## config.mk

```make
export PLATFORM = sky130hd
export DESIGN_NAME = mem_port_arbiter_flat
export DESIGN_NICKNAME = d
export VERILOG_FILES = /design/src/rtl/mem_port_arbiter_pkg.sv /design/src/rtl/mem_port_arbiter_if.sv /design/src/rtl/mem_port_arbiter_arb_priority_sel.sv /design/src/rtl/mem_port_arbiter.sv /design/src/flat_wrapper.sv
export SDC_FILE = /design/constraint.sdc
export NUM_CORES = 1
export LEC_CHECK = 0
export CELL_PAD_IN_SITES_DETAIL_PLACEMENT = 1
export CELL_PAD_IN_SITES_GLOBAL_PLACEMENT = 2
export CORE_MARGIN = 3
export CORE_UTILIZATION = 14
export DETAILED_ROUTE_END_ITERATION = 12
export MAX_ROUTING_LAYER = met4
export PLACE_DENSITY_LB_ADDON = 0.1
export SLEW_MARGIN = 20
export SYNTH_ARGS = -nofsm -noshare
export SYNTH_HDL_FRONTEND = slang
export SYNTH_SLANG_ARGS = --single-unit
export TNS_END_PERCENT = 10
```

## constraint.sdc

```tcl
create_clock -name clk -period 7.25 [get_ports clk]
set_input_delay 0.725 -clock clk [delete_from_list [all_inputs] [get_ports clk]]
set_output_delay 0.725 -clock clk [all_outputs]
set_load 0.005 [all_outputs]
```

## src/rtl/mem_port_arbiter_pkg.sv

```systemverilog
`default_nettype none
// ============================================================================
// Module      : mem_port_arbiter_pkg
// Description : Shared types and constants for the PDP-11 memory port
//               arbiter: FSM states, requester ids, byte-enable codes and
//               the odd-address classification helper.
// Revision    : 1.0 - initial release
// ============================================================================
package mem_port_arbiter_pkg;

    typedef enum logic [0:0] {
        ARB_IDLE = 1'b0,
        ARB_WAIT = 1'b1
    } arb_state_t;

    typedef enum logic [1:0] {
        REQ_FETCH = 2'd0,
        REQ_OPR   = 2'd1,
        REQ_WB    = 2'd2
    } mem_req_id_t;

    // Trap vector the downstream trap logic uses for odd-address errors.
    localparam logic [15:0] ODD_ADDR_TRAP_VEC = 16'o4;

    localparam int NUM_REQ = 3;

    localparam logic [1:0] BE_NONE = 2'b00;
    localparam logic [1:0] BE_LOW  = 2'b01;
    localparam logic [1:0] BE_HIGH = 2'b10;
    localparam logic [1:0] BE_WORD = 2'b11;

    // True when the access cannot be issued because the byte address does
    // not match the lanes being touched. Reads are always whole words.
    function automatic logic odd_access(input logic       is_write,
                                        input logic [1:0] be,
                                        input logic       addr0);
        logic bad;
        bad = 1'b0;
        if (!is_write) begin
            bad = addr0;
        end else begin
            case (be)
                BE_WORD: bad = addr0;
                BE_LOW:  bad = addr0;
                BE_HIGH: bad = !addr0;
                default: bad = 1'b0;
            endcase
        end
        return bad;
    endfunction

endpackage
`default_nettype wire

```

## src/rtl/mem_port_arbiter_if.sv

```systemverilog
`default_nettype none
// ============================================================================
// Module      : mem_port_arbiter_if
// Description : Bundle of requester handshakes and memory-side bus for the
//               memory port arbiter. The slave modport is the arbiter's
//               view; the master modport is the pipeline/memory view.
// Revision    : 1.0 - initial release
// ============================================================================
interface mem_port_arbiter_if #(
    parameter int ADDR_W = 16,
    parameter int DATA_W = 16
);
    logic              fetch_req;
    logic [ADDR_W-1:0] fetch_addr;
    logic              fetch_flush;
    logic              fetch_gnt;
    logic              fetch_rvalid;

    logic              opr_req;
    logic [ADDR_W-1:0] opr_addr;
    logic              opr_gnt;
    logic              opr_rvalid;

    logic [DATA_W-1:0] rdata;

    logic              wb_req;
    logic [ADDR_W-1:0] wb_addr;
    logic [DATA_W-1:0] wb_wdata;
    logic [1:0]        wb_be;
    logic              wb_gnt;

    logic              mem_en;
    logic              mem_we;
    logic [ADDR_W-2:0] mem_addr;
    logic [DATA_W-1:0] mem_wdata;
    logic [1:0]        mem_be;
    logic [DATA_W-1:0] mem_rdata;

    logic              odd_err;
    logic [1:0]        odd_err_src;

    modport slave (
        input  fetch_req, fetch_addr, fetch_flush,
        output fetch_gnt, fetch_rvalid,
        input  opr_req, opr_addr,
        output opr_gnt, opr_rvalid,
        output rdata,
        input  wb_req, wb_addr, wb_wdata, wb_be,
        output wb_gnt,
        output mem_en, mem_we, mem_addr, mem_wdata, mem_be,
        input  mem_rdata,
        output odd_err, odd_err_src
    );

    modport master (
        output fetch_req, fetch_addr, fetch_flush,
        input  fetch_gnt, fetch_rvalid,
        output opr_req, opr_addr,
        input  opr_gnt, opr_rvalid,
        input  rdata,
        output wb_req, wb_addr, wb_wdata, wb_be,
        input  wb_gnt,
        input  mem_en, mem_we, mem_addr, mem_wdata, mem_be,
        output mem_rdata,
        input  odd_err, odd_err_src
    );
endinterface
`default_nettype wire

```

## src/rtl/mem_port_arbiter_arb_priority_sel.sv

```systemverilog
`default_nettype none
// ============================================================================
// Module      : arb_priority_sel
// Description : Combinational priority picker. Normal order is
//               writeback > operand > fetch; when the fetch starvation flag
//               is raised and fetch is requesting, fetch wins outright.
// Revision    : 1.0 - initial release
// ============================================================================
module arb_priority_sel
    import mem_port_arbiter_pkg::*;
(
    input  logic [NUM_REQ-1:0] req,        // bit index = mem_req_id_t
    input  logic               starve,
    output logic [NUM_REQ-1:0] gnt_onehot,
    output mem_req_id_t        gnt_id,
    output logic               gnt_any
);

    // Pick exactly one requester in fixed priority, with the fetch override.
    always_comb begin
        gnt_onehot = '0;
        gnt_id     = REQ_FETCH;
        gnt_any    = |req;
        if (starve && req[REQ_FETCH]) begin
            gnt_onehot[REQ_FETCH] = 1'b1;
            gnt_id                = REQ_FETCH;
        end else if (req[REQ_WB]) begin
            gnt_onehot[REQ_WB] = 1'b1;
            gnt_id             = REQ_WB;
        end else if (req[REQ_OPR]) begin
            gnt_onehot[REQ_OPR] = 1'b1;
            gnt_id              = REQ_OPR;
        end else if (req[REQ_FETCH]) begin
            gnt_onehot[REQ_FETCH] = 1'b1;
            gnt_id                = REQ_FETCH;
        end
    end

endmodule
`default_nettype wire

```

## src/rtl/mem_port_arbiter.sv

```systemverilog
`default_nettype none
// ============================================================================
// Module      : mem_port_arbiter
// Description : Shares the single PDP-11 memory port between instruction
//               fetch, operand read and writeback. One transaction in flight,
//               fixed priority with fetch aging, odd-address error reporting.
// Revision    : 1.0 - initial release
// ============================================================================
module mem_port_arbiter
    import mem_port_arbiter_pkg::*;
#(
    parameter int ADDR_W       = 16,
    parameter int DATA_W       = 16,
    parameter int MEM_LATENCY  = 1,
    parameter int STARVE_LIMIT = 4
) (
    input  logic                 clk,
    input  logic                 rst_n,
    mem_port_arbiter_if.slave    bus
);

    localparam int                LAT_W      = 3;
    localparam int                STV_W      = $clog2(STARVE_LIMIT + 1);
    localparam logic [LAT_W-1:0]  LAT_LAST   = MEM_LATENCY[LAT_W-1:0];
    localparam logic [STV_W-1:0]  STARVE_MAX = STARVE_LIMIT[STV_W-1:0];

    arb_state_t         state_q, state_d;
    logic [LAT_W-1:0]   lat_cnt_q, lat_cnt_d;
    mem_req_id_t        owner_q, owner_d;
    logic               flush_q, flush_d;
    logic [STV_W-1:0]   starve_cnt_q, starve_cnt_d;

    logic [NUM_REQ-1:0] req_vec;
    logic [NUM_REQ-1:0] sel_onehot;
    mem_req_id_t        sel_id;
    logic               sel_any;
    logic               starve_hit;
    logic [ADDR_W-1:0]  sel_addr;
    logic               sel_is_write;
    logic               sel_odd;

    assign req_vec    = {bus.wb_req, bus.opr_req, bus.fetch_req};
    assign starve_hit = (starve_cnt_q == STARVE_MAX);

    arb_priority_sel u_prio (
        .req        (req_vec),
        .starve     (starve_hit),
        .gnt_onehot (sel_onehot),
        .gnt_id     (sel_id),
        .gnt_any    (sel_any)
    );

    // Next-state, grant and memory-strobe decode; everything is held at zero
    // while rst_n is low so an abandoned read never produces an rvalid.
    always_comb begin
        state_d      = state_q;
        lat_cnt_d    = lat_cnt_q;
        owner_d      = owner_q;
        flush_d      = flush_q;
        starve_cnt_d = starve_cnt_q;

        bus.fetch_gnt    = 1'b0;
        bus.opr_gnt      = 1'b0;
        bus.wb_gnt       = 1'b0;
        bus.fetch_rvalid = 1'b0;
        bus.opr_rvalid   = 1'b0;
        bus.rdata        = '0;
        bus.mem_en       = 1'b0;
        bus.mem_we       = 1'b0;
        bus.mem_addr     = '0;
        bus.mem_wdata    = '0;
        bus.mem_be       = BE_NONE;
        bus.odd_err      = 1'b0;
        bus.odd_err_src  = REQ_FETCH;

        sel_addr     = '0;
        sel_is_write = 1'b0;
        sel_odd      = 1'b0;

        if (rst_n) begin
            case (state_q)
                ARB_IDLE: begin
                    if (sel_any) begin
                        {bus.wb_gnt, bus.opr_gnt, bus.fetch_gnt} = sel_onehot;
                        case (sel_id)
                            REQ_WB:  sel_addr = bus.wb_addr;
                            REQ_OPR: sel_addr = bus.opr_addr;
                            default: sel_addr = bus.fetch_addr;
                        endcase
                        sel_is_write = (sel_id == REQ_WB);
                        sel_odd      = odd_access(sel_is_write, bus.wb_be, sel_addr[0]);

                        if (sel_odd) begin
                            bus.odd_err     = 1'b1;
                            bus.odd_err_src = sel_id;
                        end else if (sel_is_write) begin
                            // Empty byte-enable is a no-op grant: nothing reaches memory.
                            if (bus.wb_be != BE_NONE) begin
                                bus.mem_en    = 1'b1;
                                bus.mem_we    = 1'b1;
                                bus.mem_be    = bus.wb_be;
                                bus.mem_addr  = sel_addr[ADDR_W-1:1];
                                bus.mem_wdata = bus.wb_wdata;
                            end
                        end else begin
                            bus.mem_en   = 1'b1;
                            bus.mem_be   = BE_WORD;
                            bus.mem_addr = sel_addr[ADDR_W-1:1];
                            state_d      = ARB_WAIT;
                            lat_cnt_d    = LAT_W'(1);
                            owner_d      = sel_id;
                            flush_d      = 1'b0;
                        end

                        // Fetch ages only when it was asking and someone else won.
                        if (sel_id == REQ_FETCH) begin
                            starve_cnt_d = '0;
                        end else if (bus.fetch_req && !starve_hit) begin
                            starve_cnt_d = starve_cnt_q + STV_W'(1);
                        end
                    end
                end

                ARB_WAIT: begin
                    flush_d = flush_q | ((owner_q == REQ_FETCH) && bus.fetch_flush);
                    if (lat_cnt_q == LAT_LAST) begin
                        state_d   = ARB_IDLE;
                        lat_cnt_d = '0;
                        if (owner_q == REQ_OPR) begin
                            bus.opr_rvalid = 1'b1;
                            bus.rdata      = bus.mem_rdata;
                        end else if (!flush_d) begin
                            bus.fetch_rvalid = 1'b1;
                            bus.rdata        = bus.mem_rdata;
                        end
                    end else begin
                        lat_cnt_d = lat_cnt_q + LAT_W'(1);
                    end
                end

                default: state_d = ARB_IDLE;
            endcase
        end
    end

    // State, latency counter, read owner, flush flag and fetch aging counter.
    always_ff @(posedge clk) begin
        if (!rst_n) begin
            state_q      <= ARB_IDLE;
            lat_cnt_q    <= '0;
            owner_q      <= REQ_FETCH;
            flush_q      <= 1'b0;
            starve_cnt_q <= '0;
        end else begin
            state_q      <= state_d;
            lat_cnt_q    <= lat_cnt_d;
            owner_q      <= owner_d;
            flush_q      <= flush_d;
            starve_cnt_q <= starve_cnt_d;
        end
    end

    // An empty byte-enable write is a pipeline bug; it is granted as a no-op.
    a_wb_be_nonzero: assert property (@(posedge clk) disable iff (!rst_n)
        bus.wb_gnt |-> (bus.wb_be != BE_NONE));

endmodule
`default_nettype wire

```

## src/flat_wrapper.sv

```systemverilog
// flat-port wrapper written by rule: the top's interface ports become plain ports
module mem_port_arbiter_flat import mem_port_arbiter_pkg::*;
#(
    parameter int ADDR_W       = 16,
    parameter int DATA_W       = 16,
    parameter int MEM_LATENCY  = 1,
    parameter int STARVE_LIMIT = 4
)
  (clk, rst_n, bus_fetch_req, bus_fetch_addr, bus_fetch_flush, bus_fetch_gnt, bus_fetch_rvalid, bus_opr_req, bus_opr_addr, bus_opr_gnt, bus_opr_rvalid, bus_rdata, bus_wb_req, bus_wb_addr, bus_wb_wdata, bus_wb_be, bus_wb_gnt, bus_mem_en, bus_mem_we, bus_mem_addr, bus_mem_wdata, bus_mem_be, bus_mem_rdata, bus_odd_err, bus_odd_err_src);
  mem_port_arbiter_if #(.ADDR_W(ADDR_W), .DATA_W(DATA_W)) bus_i ();
  input  logic clk;
  input  logic rst_n;
  input wire logic [$bits(bus_i.fetch_req)-1:0] bus_fetch_req;
  input wire logic [$bits(bus_i.fetch_addr)-1:0] bus_fetch_addr;
  input wire logic [$bits(bus_i.fetch_flush)-1:0] bus_fetch_flush;
  output wire logic [$bits(bus_i.fetch_gnt)-1:0] bus_fetch_gnt;
  output wire logic [$bits(bus_i.fetch_rvalid)-1:0] bus_fetch_rvalid;
  input wire logic [$bits(bus_i.opr_req)-1:0] bus_opr_req;
  input wire logic [$bits(bus_i.opr_addr)-1:0] bus_opr_addr;
  output wire logic [$bits(bus_i.opr_gnt)-1:0] bus_opr_gnt;
  output wire logic [$bits(bus_i.opr_rvalid)-1:0] bus_opr_rvalid;
  output wire logic [$bits(bus_i.rdata)-1:0] bus_rdata;
  input wire logic [$bits(bus_i.wb_req)-1:0] bus_wb_req;
  input wire logic [$bits(bus_i.wb_addr)-1:0] bus_wb_addr;
  input wire logic [$bits(bus_i.wb_wdata)-1:0] bus_wb_wdata;
  input wire logic [$bits(bus_i.wb_be)-1:0] bus_wb_be;
  output wire logic [$bits(bus_i.wb_gnt)-1:0] bus_wb_gnt;
  output wire logic [$bits(bus_i.mem_en)-1:0] bus_mem_en;
  output wire logic [$bits(bus_i.mem_we)-1:0] bus_mem_we;
  output wire logic [$bits(bus_i.mem_addr)-1:0] bus_mem_addr;
  output wire logic [$bits(bus_i.mem_wdata)-1:0] bus_mem_wdata;
  output wire logic [$bits(bus_i.mem_be)-1:0] bus_mem_be;
  input wire logic [$bits(bus_i.mem_rdata)-1:0] bus_mem_rdata;
  output wire logic [$bits(bus_i.odd_err)-1:0] bus_odd_err;
  output wire logic [$bits(bus_i.odd_err_src)-1:0] bus_odd_err_src;
  assign bus_i.fetch_req = bus_fetch_req;
  assign bus_i.fetch_addr = bus_fetch_addr;
  assign bus_i.fetch_flush = bus_fetch_flush;
  assign bus_fetch_gnt = bus_i.fetch_gnt;
  assign bus_fetch_rvalid = bus_i.fetch_rvalid;
  assign bus_i.opr_req = bus_opr_req;
  assign bus_i.opr_addr = bus_opr_addr;
  assign bus_opr_gnt = bus_i.opr_gnt;
  assign bus_opr_rvalid = bus_i.opr_rvalid;
  assign bus_rdata = bus_i.rdata;
  assign bus_i.wb_req = bus_wb_req;
  assign bus_i.wb_addr = bus_wb_addr;
  assign bus_i.wb_wdata = bus_wb_wdata;
  assign bus_i.wb_be = bus_wb_be;
  assign bus_wb_gnt = bus_i.wb_gnt;
  assign bus_mem_en = bus_i.mem_en;
  assign bus_mem_we = bus_i.mem_we;
  assign bus_mem_addr = bus_i.mem_addr;
  assign bus_mem_wdata = bus_i.mem_wdata;
  assign bus_mem_be = bus_i.mem_be;
  assign bus_i.mem_rdata = bus_mem_rdata;
  assign bus_odd_err = bus_i.odd_err;
  assign bus_odd_err_src = bus_i.odd_err_src;
  mem_port_arbiter #(.ADDR_W(ADDR_W), .DATA_W(DATA_W), .MEM_LATENCY(MEM_LATENCY), .STARVE_LIMIT(STARVE_LIMIT)) u_core (.clk(clk), .rst_n(rst_n), .bus(bus_i));
endmodule
```

* Word level (Yosys, flattened, before mapping)
Index checks and enable logic that the tools add are counted.
** Cells by class
- Multiplexer cells :: 95
- Add/subtract/negate cells :: 2
- Bitwise logic cells :: 4
- Eq/ne operators :: 11
- Reductions and logical operators :: 14
** Operators by type and width (count)
- two-way mux 16 bit :: 14
- two-way mux 15 bit :: 6
- two-way mux 1 bit :: 50
- case mux 16 bit (2 select lines) :: 1
- two-way mux 2 bit :: 14
- two-way mux 3 bit :: 6
- adder 3 x 1 -> 3 bit (second input constant) :: 2
- == test 2 x 1 -> 1 bit (second input constant) :: 3
- == test 2 bit (second input constant) :: 3
- case mux 1 bit (2 select lines) :: 3
- case mux 3 bit (2 select lines) :: 1
- AND reduction 3 bit :: 2
- zero test 2 bit :: 2
- != test 2 bit (second input constant) :: 2
- AND reduction 4 bit :: 1
- nonzero test 2 bit :: 2
- == test 3 x 1 -> 1 bit (second input constant) :: 1
- == test 3 bit (second input constant) :: 1
- logical AND 1 bit :: 3
- NOT 1 bit :: 3
- OR reduction 3 bit :: 1
- zero test 1 bit :: 2
- != test 2 x 1 -> 1 bit (second input constant) :: 1
- OR reduction 2 bit :: 1
- OR 1 bit :: 1
** Word-level totals
- Register bits :: 10
- Output and inout port bits :: 59

* Depth between registers and ports, before layout
Gate-level depths: netlist of the first run.
- Depth in word-level cells :: 18
- Mapped depth :: 12

* Modules after synthesis
From an unflattened synthesis of the first run, not the netlist that was laid out.
** Second synthesis, totals
- Cells, all modules :: 203
- Area, all modules :: 1482.7 um^2
** By module, submodules not included
- mem_port_arbiter :: area an instance 1431.4 um^2, cells each 195, times used 1
- arb_priority_sel :: area an instance 51.3 um^2, cells each 8, times used 1

* Worst setup path after synthesis of the first run
No wires, ideal clock.
- Path type :: input-to-output
- Start :: in bus_fetch_req
- End :: out bus_mem_addr[10]
- Arrival time :: 2329 ps
- Path slack :: 4196 ps
- Data required time :: 6525 ps
- Stages on the path :: 10
- Path buffers :: 2
- Cells stage by stage :: nand3_1 -> nand3b_1 -> inv_1 -> ha_1 -> buf_4 -> a221o_1 -> a21oi_2 -> o21ai_2 -> buf_6 -> nor2_1
** On the way
- Cells in the longest elaborated chain, start to end :: 17
** Ends and longest elaborated chain
- from (decl) :: line flat_wrapper.sv:13 : input wire logic [$bits(bus_i.fetch_req)-1:0] bus_fetch_req;
- logical AND 1 bit (*) :: line mem_port_arbiter_arb_priority_sel.sv:24 : if (starve && req[REQ_FETCH]) begin
- two-way mux 2 bit (*) :: line mem_port_arbiter_arb_priority_sel.sv:24
- named net u_core.sel_id[0] :: line mem_port_arbiter.sv:35 : mem_req_id_t sel_id;
- == test 2 x 1 -> 1 bit or == test 2 bit (tied branches) :: line mem_port_arbiter.sv:85, mem_port_arbiter.sv:90
- case mux 16 bit (2 select lines) :: line mem_port_arbiter.sv:85 : case (sel_id)
- two-way mux 16 bit :: line mem_port_arbiter.sv:83 : if (sel_any) begin
- two-way mux 16 bit :: line mem_port_arbiter.sv:81 : case (state_q)
- two-way mux 16 bit :: line mem_port_arbiter.sv:80 : if (rst_n) begin
- (+2 left out)
- two-way mux 1 bit :: line mem_port_arbiter_pkg.sv:39 : if (!is_write) begin
- two-way mux 1 bit :: line mem_port_arbiter.sv:83
- two-way mux 1 bit :: line mem_port_arbiter.sv:81
- two-way mux 1 bit :: line mem_port_arbiter.sv:80
- two-way mux 15 bit (*) :: line mem_port_arbiter.sv:93 : if (sel_odd) begin
- two-way mux 15 bit (*) :: line mem_port_arbiter.sv:83
- two-way mux 15 bit (*) :: line mem_port_arbiter.sv:81
- two-way mux 15 bit (*) :: line mem_port_arbiter.sv:80
- to (decl) :: line flat_wrapper.sv:30 : output wire logic [$bits(bus_i.mem_addr)-1:0] bus_mem_addr;
Mark *: on every way through the listed nets, which the timed path passes. The rest lies on a longest branch. The select of a mux whose other input is x is not followed.

* Final worst setup path of the first run
- Start :: in bus_fetch_req
- End :: out bus_mem_addr[3]
** On the way
- Cells in the longest elaborated chain, start to end :: 17
** Ends and longest elaborated chain
- logical AND 1 bit :: line mem_port_arbiter_arb_priority_sel.sv:24
- two-way mux 2 bit :: line mem_port_arbiter_arb_priority_sel.sv:24
- == test 2 x 1 -> 1 bit or == test 2 bit (tied branches) :: line mem_port_arbiter.sv:85, mem_port_arbiter.sv:90
- case mux 16 bit (2 select lines) :: line mem_port_arbiter.sv:85
- two-way mux 16 bit :: line mem_port_arbiter.sv:83
- two-way mux 16 bit :: line mem_port_arbiter.sv:81
- two-way mux 16 bit :: line mem_port_arbiter.sv:80
- zero test 1 bit :: line mem_port_arbiter_pkg.sv:45 : BE_HIGH: bad = !addr0;
- case mux 1 bit (2 select lines) :: line mem_port_arbiter_pkg.sv:42 : case (be)
- two-way mux 1 bit :: line mem_port_arbiter_pkg.sv:39
- two-way mux 1 bit :: line mem_port_arbiter.sv:83
- two-way mux 1 bit :: line mem_port_arbiter.sv:81
- two-way mux 1 bit :: line mem_port_arbiter.sv:80
- two-way mux 15 bit :: line mem_port_arbiter.sv:93
- two-way mux 15 bit (*) :: line mem_port_arbiter.sv:83
- two-way mux 15 bit (*) :: line mem_port_arbiter.sv:81
- two-way mux 15 bit (*) :: line mem_port_arbiter.sv:80
Every way passes the cells marked *; elsewhere a longest branch is shown, timed or not. The select of a mux whose other input is x is not followed.

==> results of run 1 <==
[per-layer routing]
metal	GRT usage (%)	part of all wire, %	vias to the layer above
met5	-	0	-
met3	2.35	7.3	4
met2	18.8	46	83
li1	-	-	1028
met4	1.74	0.66	0
met1	14.3	46	913
[power groups by stage]
stage               Sequential [W]  Clock (W)  Combinational [W]
global route             0.0000636  0.0000757           0.000157
finish                   0.0000628  0.0000701           0.000141
CTS                      0.0000628  0.0000730           0.000144
floorplan                0.0000616          0          0.0000637
global placement         0.0000640          0           0.000143
detailed placement       0.0000640          0           0.000143
[stage by stage]
| stage | cell area [um2] | power, W | setup WS [ns] | hold WS, ns | utilization [%] |
|---|---|---|---|---|---|
| 3_5_place_dp | 2980 | 0.000207 | 2.36 | 0.493 | 30.2 |
| 4_1_cts | 3040 | 0.000280 | 2.36 | 0.501 | 30.8 |
| 3_3_place_gp | 2980 | 0.000207 | 2.41 | 0.493 | 30.2 |
| 5_1_grt | 3040 | 0.000296 | 2.10 | 0.541 | 30.8 |
| 2_1_floorplan | 1430 | 0.000125 | 4.20 | 0.436 | - |
| 6_report | 3040 | 0.000274 | 2.45 | 0.503 | 30.8 |
[worst paths after layout]
kind,startpoint,endpoint,slack (ns),depth (start not counted)
worst max-delay path,bus_fetch_req,bus_mem_addr[3],2.45,9
worst min-delay path,u_core.owner_q[0]$_SDFFE_PN0P_,u_core.flush_q$_SDFFE_PN0P_,0.50,1
worst max register to register,u_core.starve_cnt_q[0]$_SDFFE_PN0P_,u_core.flush_q$_SDFFE_PN0P_,4.63,10
worst min register to register,u_core.owner_q[0]$_SDFFE_PN0P_,u_core.flush_q$_SDFFE_PN0P_,0.50,1
[Yosys cell counts (4+ instances only)]
cell type	n	area, um2
nor3_1	7	35.0
a22oi_1	15	113
and2_1	33	206
inv_1	8	30.0
dfxtp_1	10	200
o21ai_0	4	20.0
clkbuf_1	4	15.0
ha_1	5	62.6
nor2b_1	4	25.0
nand2_1	11	41.3
a21oi_1	22	110
nor2_1	45	169
[final cells by class]
class / instances / area share (%)
repair buffers: 147 / 48.4
multi-input cells: 187 / 36.8
flip-flops and latches: 10 / 6.59
well taps: 133 / 5.48
clock buffers: 4 / 1.81
inverters: 8 / 0.989
[sequential cells by signal (all words and copies together) (netlist names)]
register	cells
u_core.lat_cnt_q	3
u_core.starve_cnt_q	3
u_core.owner_q	2
u_core.flush_q	1
u_core.state_q	1
[logic make-up (layout without fill, tap and decap cells)]
family                   Yosys count  after routing
AO/OA/AOI/OAI                     56             56
XOR/XNOR                           2              2
adder cells (fa/ha/maj)            5              5
buffers and inverters             21            159
flip-flops                        10             10
multiplexers                       2              2
AND/OR/NAND/NOR                  122            122
==> results.yml, run 1 <==
min_path:
  hold_path.class: "reg -> reg"
power:
  p_per_area_nw_per_um2: 90.3
  p_leak_nw: 1.12
  power_frac_comb_pct: 51.5
  switching_share_pct: 30.5
  vdd_ir_drop_max_uv: 56.1
  seq_power_share_pct: 22.9
  intPower_w: 0.000190
  switchingPower_w: 0.0000837
  clkPwrFrac_pct: 25.6
placed_design:
  dp_hpwl_um: 5300
  numPlacedInstances: 485
  io_buffers: 146
  gp_congestion: 0.712
clocking:
  cts_root_buf: "clkbuf_8"
  cts_tree: "yes"
  htreeDepth: 1
  clk_pin_slew_ns: 0.05
  numClockSinks: 10
  postCtsHoldBufs: 0
  worstSkewPairLatency_ns: 0.23
  cts_setup_buffers: 0
  cts_resized: 0
  cts_buffers: 3
  cts_buffer_depth: 2
route:
  wl_per_cell_um: 13.6
  ant_nets: 0
  finalWirelength_um: 6630
  dr.first_iter.drc_count: 60
  drc_errors: 0
  vias: 2028
  viasPerCell: 4.15
  firstDrtPassIters: 4
yosys:
  syn-num-nets: 311
  postSynthAreaPerCell_um2: 6.55
  synth_cells: 218
  syn_area_um2: 1430
  synth_top_family_by_area: "simple AND/OR/NAND/NOR gates"
  yosys_warnings: 0
  synth-async-reset-ratio_pct: 0
  synthSimpleGateAreaFrac_pct: 43.9
  synth_edf_count: 0
  synth_seq_cells: 10
  synth_xor_xnor_area_share_pct: 1.23
  synth_seq_area_share_pct: 14.0
  synth_cell_type_count: 43
  muxShareOfSynthArea_pct: 1.40
  synth_ff_type: "dfxtp_1"
  synth_compound_area_share_pct: 27.2
  synthAdderAreaFrac_pct: 4.38
global_route:
  grt_pass1_vias: 2092
  antenna_found_initial: 0
  grt_pass1_wl_um: 10500
  grt_usage_pct: 11.3
  gr-total-overflow: 0
  grt_max_degree: 39
sta:
  finalHoldViolCount: 0
  setup_tns_ns: 0
  relSlewSlack_pct: 37.8
  fmax_mhz: 208
  skew_ns: 0.00161
  maxSlewViolCount: 0
  rsz0062_at_grt: "no"
  worst_slew_pin_slew_ns: 0.934
  setup_viol_count_final: 0
  fin_crit_ns: 4.80
  min_period_over_period_pct: 66.2
cells_and_area:
  fill_cells: 1186
  stdcell_count: 489
  area_growth_pct: 113
  finalNetCount: 450
  antenna_cells: 0
  multi_input_area_um2: 1120
  layout_common_cells: "146 x clkdlybuf4s50_1, 45 x nor2_1, 33 x and2_1"
  layout-drive-gt1-share_pct: 3.09
  final_common_cell: "clkdlybuf4s50_1"
  regArea_um2: 200
worst_setup_path:
  path_max_fanout: 22
  critPathKind: "in -> out"
  critical_path.endpoint_type: "output pin"
  max_stage_delay_ns: 0.81
  critPathBufInv: 2
  start_kind: "primary input"
  cp_top_family: "buffers and inverters"
  crit_chain: "clkdlybuf4s50_1, nand3_1, nand3b_1, ha_1, a221o_1, a21oi_2, o21ai_2, nor2_1, clkdlybuf4s50_1"
  cpMostUsedCell: "clkdlybuf4s50_1"
  crit_required_ns: 6.52
  slowest_stage: "ha_1"
  critPathArrivalTime_ns: 4.07
floorplan:
  die_y_um: 107
  start_util_pct: 14.5
  core_um2: 9860
  io_pins: 147
  fp.dieW_um: 107
  dieArea_um2: 11500
  std_cell_rows: 36
run:
  cap_violations: 0
run_status:
  status: "complete, no violations"
(Power assumes the default switching activity.)
==> run 2, diff against run 1 <==
- CORE_UTILIZATION: 14 -> 13
- clock period: 7.25 -> 4.55 ns (I/O delays scaled with it)
==> run 2 against run 1 <==
  * Critical endpoint is now bus_mem_wdata[6]
  * First-iteration DRC count shrank 25%
  * Global-route usage shrank 0.65 points
  * Clock skew grew 0.0051 ns
  * Largest power group unchanged
  * Combinational power grew 62%
==> results.yml, run 2 (same netlist as run 1, synthesis figures left out) <==
power:
  switching_share_pct: 31.7
  p_per_area_nw_per_um2: 138
  clkPwrFrac_pct: 22.0
  intPower_w: 0.000288
  seq_power_share_pct: 23.7
  power_w: 0.000421
  p_leak_nw: 1.13
  switchingPower_w: 0.000133
  power_frac_comb_pct: 54.2
  vdd_ir_drop_max_uv: 105
route:
  firstDrtPassIters: 3
  dr.first_iter.drc_count: 45
  finalWirelength_um: 6770
  viasPerCell: 4.11
  wl_per_cell_um: 13.7
  ant_nets: 0
  vias: 2031
  drc_errors: 0
run:
  cap_violations: 0
clocking:
  cts_buffers: 3
  postCtsHoldBufs: 0
  htreeDepth: 1
  cts_setup_buffers: 0
  cts_root_buf: "clkbuf_8"
  cts_buffer_depth: 2
  numClockSinks: 10
  cts_resized: 0
  cts_tree: "yes"
  clk_pin_slew_ns: 0.04
  worstSkewPairLatency_ns: 0.24
cells_and_area:
  antenna_cells: 0
  finalNetCount: 453
  area_growth_pct: 113
  fill_cells: 1305
  top_regs: "u_core.lat_cnt_q (3), u_core.starve_cnt_q (3), u_core.owner_q (2)"
  layout_common_cells: "146 x clkdlybuf4s50_1, 45 x nor2_1, 33 x and2_1"
  layout-drive-gt1-share_pct: 3.63
  finalCoreUtilization_pct: 29.0
  final_common_cell: "clkdlybuf4s50_1"
floorplan:
  io_pins: 147
  std_cell_rows: 37
  dieArea_um2: 12300
  die_y_um: 111
  start_util_pct: 13.6
  fp.dieW_um: 111
  core_um2: 10500
min_path:
  hold_path.class: "reg -> reg"
  hold_depth: 2
sta:
  rsz0062_at_grt: "no"
  setup_tns_ns: 0
  worst_slew_pin_slew_ns: 0.790
  fin_crit_ns: 3.79
  finalHoldViolCount: 0
  skew_ns: 0.00672
  fmax_mhz: 264
  min_period_over_period_pct: 83.2
  fin_ws_ns: 0.764
  relSlewSlack_pct: 47.3
  setup_viol_count_final: 0
  maxSlewViolCount: 0
worst_setup_path:
  start_kind: "primary input"
  path_max_fanout: 17
  ff2ff_path_depth: 10
  crit_required_ns: 4.09
  critPathArrivalTime_ns: 3.33
  critical_path.endpoint_type: "output pin"
  critPathKind: "in -> out"
global_route:
  globalRouteMet3Util_pct: 1.36
  grt_usage_pct: 10.6
  grt_pass1_vias: 2038
  grt_pass1_wl_um: 10700
  met1_usage_pct: 15.0
  grt_max_degree: 32
  gr-total-overflow: 0
  antenna_found_initial: 0
  globalRouteMet2Util_pct: 16.4
  grt-busiest-layer: "met2"
placed_design:
  dp_hpwl_um: 5410
  post-place-ws_ns: 0.746
  gp_congestion: 0.719
  io_buffers: 146
run_status:
  status: "complete, no violations"
## run 2: cell types whose count changed in the layout (fill, tap and decap cells not counted), sizes merged
cell,before,now
buf,1,4
clkbuf,4,3
## run 2: through the flow
| step | hold WS (ns) | instance area, um2 | std cells |
|---|---|---|---|
| floorplan | 0.436 | 1430 | 218 |
| global placement | 0.485 | 3010 | 491 |
| detailed placement | 0.494 | 3010 | 491 |
| CTS | 0.501 | 3050 | 494 |
| global route | 0.512 | 3050 | 494 |
| finish | 0.492 | 3050 | 494 |
## run 2: worst paths after layout
check,from,slack [ns],end
worst max register to register,u_core.starve_cnt_q[0]$_SDFFE_PN0P_,2.21,u_core.owner_q[1]$_SDFFE_PN0P_
worst min-delay path,u_core.flush_q$_SDFFE_PN0P_,0.49,u_core.flush_q$_SDFFE_PN0P_
worst min register to register,u_core.flush_q$_SDFFE_PN0P_,0.49,u_core.flush_q$_SDFFE_PN0P_
worst max-delay path,bus_fetch_req,0.76,bus_mem_wdata[6]
## run 2: critical path, stage by stage
cell,delay [ns]
clkdlybuf4s50_1,0.58
nand3_1,0.13
nand3b_1,0.20
inv_1,0.10
ha_1,0.45
a221o_1,0.22
nand4b_1,0.16
a21oi_4,0.35
and2_1,0.19
clkdlybuf4s50_1,0.50
## run 2: power by group through the flow
stage               Sequential [W]  Clock (W)  Combinational (W)
global placement          0.000102          0           0.000232
detailed placement        0.000102          0           0.000231
finish                    0.000100  0.0000927           0.000228
floorplan                0.0000981          0           0.000102
global route              0.000101  0.0000997           0.000253
CTS                       0.000100  0.0000991           0.000233
## run 2: final cells by class
class,count,area [um2],share of cell area (%)
Timing Repair Buffer,150,1490,48.9
Multi-Input combinational cell,187,1120,36.6
Sequential cell,10,200,6.57
Tap cell,136,170,5.58
Clock buffer,3,41.3,1.35
Inverter,8,30.0,0.985
## run 2: routing by layer
metal | routed length [um] | vias to the layer above
met5 | 0 | -
met4 | 42 | 0
met3 | 350 | 5
met2 | 2850 | 86
met1 | 3530 | 908
li1 | - | 1032
